## config.mk

```make
export PLATFORM = sky130hd
export DESIGN_NAME = fetch_redirect_ctrl
export DESIGN_NICKNAME = d
export VERILOG_FILES = /design/src/rtl/fetch_redirect_ctrl.sv
export SDC_FILE = /design/constraint.sdc
export NUM_CORES = 1
export LEC_CHECK = 0
export ABC_AREA = 1
export CORE_MARGIN = 1.5
export CORE_UTILIZATION = 44
export DETAILED_ROUTE_END_ITERATION = 6
export MAX_ROUTING_LAYER = met4
export PLACE_DENSITY_LB_ADDON = 0.12
export SLEW_MARGIN = 25
export SYNTH_ARGS = -nofsm -noshare
export SYNTH_HDL_FRONTEND = slang
export SYNTH_SLANG_ARGS = --single-unit
```

## constraint.sdc

```tcl
create_clock -name clk -period 5 [get_ports clk]
set_input_delay 1.5 -clock clk [delete_from_list [all_inputs] [get_ports clk]]
set_output_delay 1.5 -clock clk [all_outputs]
set_load 0.01 [all_outputs]
```

## src/rtl/fetch_redirect_ctrl.sv

```systemverilog
// -----------------------------------------------------------------------------
// fetch_redirect_ctrl
//
// Chooses the fetch action for the dual-slot fetch PC register each cycle:
// mispredict redirect, predictor redirect, normal advance, or hold. It also
// parks predictor redirects that arrive while fetch is stalled, squashes the
// front end for FLUSH_CYCLES cycles after a mispredict, and counts mispredicts.
//
// Ports:
//   clk, rst_n               clock, asynchronous active-low reset
//   stall_i                  hazard unit asks the fetch PC to hold
//   mispredict_i/_pc_i       execute-stage mispredict and its correct target
//   predict_taken_i/_slot_i  predictor taken flag and the slot it applies to
//   predict_pc_i             predicted target
//   pc_en_o                  PC register enable
//   pc_redirect_o            mispredict redirect strobe (+ mispredict_target_pc_o)
//   pc_predict_redirect_o    predictor redirect strobe (+ predicted_target_pc_o)
//   slot1_kill_o             invalidate the slot-1 instruction this cycle
//   flush_o                  squash fetch/decode pipeline registers
//   mispredict_count_o       saturating mispredict count
// -----------------------------------------------------------------------------
module fetch_redirect_ctrl #(
    parameter int WIDTH        = 32,
    parameter int FLUSH_CYCLES = 2,
    parameter int CNT_WIDTH    = 16
) (
    input  logic                 clk,
    input  logic                 rst_n,
    input  logic                 stall_i,
    input  logic                 mispredict_i,
    input  logic [WIDTH-1:0]     mispredict_pc_i,
    input  logic                 predict_taken_i,
    input  logic                 predict_slot_i,
    input  logic [WIDTH-1:0]     predict_pc_i,
    output logic                 pc_en_o,
    output logic                 pc_redirect_o,
    output logic [WIDTH-1:0]     mispredict_target_pc_o,
    output logic                 pc_predict_redirect_o,
    output logic [WIDTH-1:0]     predicted_target_pc_o,
    output logic                 slot1_kill_o,
    output logic                 flush_o,
    output logic [CNT_WIDTH-1:0] mispredict_count_o
);

    typedef enum logic [1:0] {
        RUN   = 2'd0,
        HOLD  = 2'd1,
        FLUSH = 2'd2
    } state_e;

    localparam logic [3:0] FLUSH_INIT = 4'(FLUSH_CYCLES);

    state_e               state_q, state_d;
    logic [WIDTH-1:0]     pending_pc_q, pending_pc_d;
    logic [3:0]           flush_cnt_q, flush_cnt_d;
    logic [CNT_WIDTH-1:0] count_q, count_d;

    // Ungated decisions; forced to zero below while reset is asserted.
    logic             pc_en;
    logic             redirect;
    logic [WIDTH-1:0] redirect_pc;
    logic             predict_redirect;
    logic [WIDTH-1:0] predict_redirect_pc;
    logic             slot1_kill;
    logic             flush;

    // NOTE: every signal written here gets a default first, so no path can
    // leave it unassigned and infer a latch.
    always_comb begin
        state_d             = state_q;
        pending_pc_d        = pending_pc_q;
        flush_cnt_d         = flush_cnt_q;
        count_d             = count_q;
        pc_en               = 1'b0;
        redirect            = 1'b0;
        redirect_pc         = '0;
        predict_redirect    = 1'b0;
        predict_redirect_pc = '0;
        slot1_kill          = 1'b0;
        flush               = 1'b0;

        if (mispredict_i) begin
            // Execute's correction wins over everything, stalled or not.
            // Any parked predictor redirect was on the wrong path.
            redirect     = 1'b1;
            redirect_pc  = mispredict_pc_i;
            pc_en        = 1'b1;
            flush        = (state_q == FLUSH);
            state_d      = FLUSH;
            flush_cnt_d  = FLUSH_INIT;
            pending_pc_d = '0;
            if (count_q != '1) begin
                count_d = count_q + CNT_WIDTH'(1);
            end
        end else begin
            unique case (state_q)
                RUN: begin
                    pc_en = !stall_i;
                    if (predict_taken_i) begin
                        // Slot 0 taken means the slot-1 instruction is past
                        // the branch and must not execute.
                        slot1_kill = !predict_slot_i;
                        if (!stall_i) begin
                            predict_redirect    = 1'b1;
                            predict_redirect_pc = predict_pc_i;
                        end else begin
                            pending_pc_d = predict_pc_i;
                            state_d      = HOLD;
                        end
                    end
                end
                HOLD: begin
                    pc_en = !stall_i;
                    if (!stall_i) begin
                        predict_redirect    = 1'b1;
                        predict_redirect_pc = pending_pc_q;
                        pending_pc_d        = '0;
                        state_d             = RUN;
                    end
                end
                FLUSH: begin
                    // Wrong-path fetches are squashed, so stalls and
                    // predictions from them are irrelevant.
                    flush       = 1'b1;
                    pc_en       = 1'b1;
                    flush_cnt_d = flush_cnt_q - 4'd1;
                    if (flush_cnt_q <= 4'd1) begin
                        state_d = RUN;
                    end
                end
                default: begin
                    state_d = RUN;
                end
            endcase
        end
    end

    // Outputs are decoded combinationally, so they are masked with rst_n to
    // read all-zero the moment reset asserts rather than at the next edge.
    always_comb begin
        pc_en_o                = rst_n & pc_en;
        pc_redirect_o          = rst_n & redirect;
        mispredict_target_pc_o = rst_n ? redirect_pc : '0;
        pc_predict_redirect_o  = rst_n & predict_redirect;
        predicted_target_pc_o  = rst_n ? predict_redirect_pc : '0;
        slot1_kill_o           = rst_n & slot1_kill;
        flush_o                = rst_n & flush;
        mispredict_count_o     = count_q;
    end

    // NOTE: sequential state uses non-blocking assignments so every flop
    // samples the pre-edge values regardless of statement order.
    always_ff @(posedge clk or negedge rst_n) begin
        if (!rst_n) begin
            state_q      <= RUN;
            pending_pc_q <= '0;
            flush_cnt_q  <= '0;
            count_q      <= '0;
        end else begin
            state_q      <= state_d;
            pending_pc_q <= pending_pc_d;
            flush_cnt_q  <= flush_cnt_d;
            count_q      <= count_d;
        end
    end

endmodule

```

* Word level (Yosys, flattened, before mapping)
Cells that the tools add are included.
** Storage, ports and cells
- Register bits after elaboration :: 54
- Input port bits :: 70
- Output and inout port bits :: 85
- Word-level logic and storage cells :: 61
** Operators by class
- Add/subtract/negate cells :: 2
- Magnitude comparators :: 1
- Equal/unequal tests :: 7
- Mux-type cells :: 33
- Bitwise operators :: 5
- Reductions and logical operators :: 9
** Operator list (count)
- 2-to-1 mux 32 bit :: 11
- one-hot mux 32 bit (2 select lines) :: 2
- adder 16 x 1 -> 16 bit, second input constant :: 1
- inequality test 16 bit, second input constant :: 1
- 2-to-1 mux 1 bit :: 10
- 2-to-1 mux 2 bit :: 5
- inequality test 3 bit, second input constant :: 3
- 2-to-1 mux 4 bit :: 2
- AND reduction 4 bit :: 2
- one-hot mux 2 bit (3 select lines) :: 1
- AND 1 bit :: 5
- less-or-equal comparator 4 x 1 -> 1 bit, second input constant :: 1
- one-hot mux 1 bit (2 select lines) :: 2
- subtractor 4 x 1 -> 4 bit, second input constant :: 1
- inequality test 3 x 2 -> 1 bit, second input constant :: 1
- nonzero test 3 bit :: 1
- equality test 2 x 1 -> 1 bit, second input constant :: 1
- equality test 2 bit, second input constant :: 1
- logical NOT 1 bit :: 2
- logical NOT 2 bit :: 1
- AND reduction 2 bit :: 1
- nonzero test 2 bit :: 1
- OR reduction 2 bit :: 1

* Longest topological paths before layout
Gate-level depths: netlist (run 1).
- Depth after elaboration :: 5
- Mapped depth :: 9
- Mapped depth without buffers :: 8

* Worst setup path before layout (run 1)
No wires, ideal clock.
- Kind :: input-to-output
- Start point :: in stall_i
- End point :: out predicted_target_pc_o[22]
- Arrival time :: 2.320 ns
- Required time :: 3.500 ns
- Setup slack :: 1.180 ns
- Stages on the path :: 6
- Path buffers :: 1
- Cell sequence :: inv_1 -> nand2_1 -> nor2_2 -> buf_2 -> a22oi_1 -> nor2_1
** Between the ends
- Longest elaborated chain between the ends :: 5
- Elaborated cells on any way between the ends :: 6
- Classes of those cells :: 6 x mux
** RTL lines
- start: declaration :: line 29 : input logic stall_i,
- 2-to-1 mux 32 bit :: line 103 : if (!stall_i) begin
- 2-to-1 mux 32 bit :: line 99 : if (predict_taken_i) begin
- one-hot mux 32 bit (2 select lines) * :: line 96 : unique case (state_q)
- 2-to-1 mux 32 bit * :: line 82 : if (mispredict_i) begin
- 2-to-1 mux 32 bit * :: line 145 : predicted_target_pc_o = rst_n ? predict_redirect_pc : '0;
- end: declaration :: line 39 : output logic [WIDTH-1:0] predicted_target_pc_o,
Every way passes the cells marked *; elsewhere a longest branch is shown, timed or not.

* Worst setup path after layout (run 1)
- Start point :: in stall_i
- End point :: out predicted_target_pc_o[12]
Same word-level chain as after synthesis.

==> results by group, run 1 <==
Timing
  – Slew @ Worst Pin: 0.843 ns
  – Minimum setup slack in the final design: 0.173 ns
  – Remaining max-slew budget at the tightest pin: 43.7%
  – Max Clk Rate: 207 MHz
  – Final worst clock skew: 0.00833 ns
  – Unrepaired setup endpoints after global routing: false
  – Final setup violation count: 0
  – Final clock period utilization by the worst path: 96.5%
  – Final critical path time including I/O delays and setup: 4.83 ns
  – TNS Setup: 0 ns
  – Final slew viol count: 0
  – Endpoints failing hold: 0

Final layout
  – Number of nets at the end of the flow: 699
  – FILL cells: 643
  – Ant diodes: 0
  – Commonest cells after routing, fill and taps aside: 153 x clkdlybuf4s50_1, 132 x nand2_1, 86 x nor2_1
  – Post-Layout Cell Count: 726
  – Share of layout cells above drive strength 1: 6.54%
  – Area added between synthesis and finish: 51.1%
  – Commonest non-fill, non-tap cell in the layout: clkdlybuf4s50_1

Logic synthesis
  – Total nets after synthesis: 550
  – Synthesized flop and latch total: 54
  – Portion of the post-synthesis area used by sequential elements: 39.9%
  – Ys Warns: 0
  – Post-Syn Area per Cell: 7.10 um^2
  – Post-Syn Area: 3390 um^2
  – Instance count of the mapped netlist: 477
  – Number of unique standard cell types used by synthesis: 31

Clock network
  – Clk pin slew, worst setup/hold paths: 0.09 ns
  – TritonCTS clock tree: done
  – Post-CTS Setup Bufs: 0
  – Number of clock sinks: 54
  – CTS root buffer: clkbuf_8
  – Depth of the CTS H-tree: 2
  – CTS buffer count: 5
  – Clock latency on the worst-skew pair: 0.30 ns
  – Count of hold-fix buffers inserted at cts: 0
  – Cells resized by post-CTS repair: 0
  – Maximum root-to-sink buffer count: 2

Placed design
  – Detailed placement HPWL: 7220 um
  – Post-place setup slack: 0.113 ns
  – Number of instances in the placed design: 718
  – Count of buffers from port buffering: 154
  – Final RePlAce weighted congestion: 0.887

Pwr
  – Power density over cell area: 236 nW/um^2
  – Peak supply drop: 0.209 mV
  – Total leakage power: 2.31 nW

Hold path
  – Worst min path class: reg2reg
  – Worst hold start: pending_pc_q[28]

Critical path
  – Worst-path fanout max: 13
  – Sequence of cells on the critical path: clkdlybuf4s50_1, inv_2, nand2_1, nor2_2, buf_4, a22oi_1, nor2_1, clkdlybuf4s50_1
  – CP required: 3.50 ns
  – R2r startpoint: mispredict_count_o[0]
  – Highest cell delay on the worst timing path: 0.54 ns
  – CP most frequent cell: clkdlybuf4s50_1
  – Crit path launch: stall_i
  – Critical Path Sink Type: output pin
  – Crit Path Category: in2out
  – Crit path max-delay cell type: clkdlybuf4s50_1
  – Category of the worst setup path launch point: primary input
  – Endpoint arrival time on the critical path: 3.33 ns

Floorplanning
  – Area of the core: 7370 um^2
  – Die ar.: 8240 um^2
  – Std-Cell Rows: 31
  – I/O pin cnt: 155
  – Vertical extent of the die: 90.8 um
  – Overall die width: 90.8 um
  – Initial cell density of the core: 46.0%

GRT
  – Number of global-route vias before repair: 3587
  – Initial antenna violation count: 0
  – Total Routing Usage GR: 24.9%
  – Pin count of the biggest net entering global routing: 34
  – Total gr overflow: 0
  – Global-route wire length before repair: 16600 um

Detailed routing
  – Total routed wirelength: 9690 um
  – Remaining antenna violation count after routing: 0
  – Number of remaining DRC errors: 0
  – Vias per Instance: 5.06
  – Number of optimization iterations in the first detailed-route pass: 5
  – Total via count after detailed routing: 3675
  – Number of DRC violations after detailed-routing iteration 0: 194
  – Routed length per instance: 13.4 um

Status
  – Outcome: finished clean

Run
  – Max-cap check violation count: 0
state kept, by name, indices dropped and copies added (netlist names):
register,cells
pending_pc_q,32
mispredict_count_o,16
flush_cnt_q,4
state_q,2
logic make-up after synthesis:
kind of cell | count (synthesis) | share of synthesized area, %
XOR/XNOR | 6 | 1.55
flip-flops | 54 | 39.9
AO/OA/AOI/OAI | 54 | 12.1
adder cells (fa/ha/maj) | 3 | 1.11
AND/OR/NAND/NOR | 281 | 34.7
buffers and inverters | 79 | 10.6
worst max-delay path: cells and delay by family:
family          cells  cell delay, ns
compound gates      1            0.10
buf+inv             4            1.37
simple gates        3            0.34
metal layers:
layer	wire length, um	track usage, %	vias up
li1	-	-	1808
met1	4100	30.0	1700
met2	4750	42.9	153
met3	685	5.22	14
met4	154	4.89	0
met5	0	-	-
per-stage QoR:
stage	hold slack [ns]	power (mW)	area [um^2]	utilization (%)
after floorplan	0.443	0.738	3390	-
after global placement	0.454	0.913	5000	67.9
after detailed placement	0.460	0.924	5000	67.9
after CTS	0.483	1.22	5110	69.4
after global routing	0.512	1.28	5120	69.5
final	0.480	1.21	5120	69.5
cell usage after synthesis:
cell	n	area, um^2
nand2_1	132	495
nor2_1	86	323
dfrtp_1	54	1350
inv_1	53	199
nand3_1	42	210
a22oi_1	33	248
buf_2	12	60.1
clkbuf_1	6	22.5
nand4_1	6	37.5
o21ai_2	6	52.6
buf_6	5	56.3
o21ai_0	5	25.0
nor3_1	4	20.0
xnor2_1	4	35.0
a21oi_1	3	15.0
ha_1	3	37.5
nor2_2	3	18.8
o21ai_1	3	15.0
a21oi_4	2	32.5
nand2_2	2	12.5
nor2_4	2	22.5
xor2_1	2	17.5
a21boi_0	1	7.51
and3_1	1	6.26
buf_4	1	7.51
inv_2	1	3.75
inv_8	1	11.3
nand2_4	1	11.3
nand3b_1	1	7.51
nor3_2	1	10.0
o21ai_4	1	16.3
path summary, 6_finish.rpt:
path	slack, ns	depth (start not counted)	end
max	0.17	8	predicted_target_pc_o[12]
min	0.48	2	pending_pc_q[28]
max reg2reg	3.21	6	mispredict_count_o[6]
min reg2reg	0.48	2	pending_pc_q[28]
max in group asynchronous	3.49	2	pending_pc_q[1]
min in group asynchronous	1.01	1	state_q[0]
cell type report:
class	count	area [um^2]	share of cell area, %
Sequential cell	54	1350	26.4
Clock inverter	2	37.5	0.733
Timing Repair Buffer	166	1640	32.1
Inverter	55	214	4.18
Tap cell	99	124	2.42
Clock buffer	6	72.6	1.42
Multi-Input combinational cell	344	1680	32.8
report_power, final:
group	switching [mW]	leakage, nW	total (mW)	internal [mW]
Clock	0.143	0.0514	0.293	0.150
Combinational	0.183	1.54	0.364	0.181
Sequential	0.0576	0.719	0.551	0.494
Total	0.384	2.31	1.21	0.825
Power figures use the tool's default switching activity.
==> inputs of run 2 (changes only) <==
- CTS_CLUSTER_SIZE: unset -> 20
==> results of run 2 <==
Final layout, timing and power as in run 1 (identical DEF).
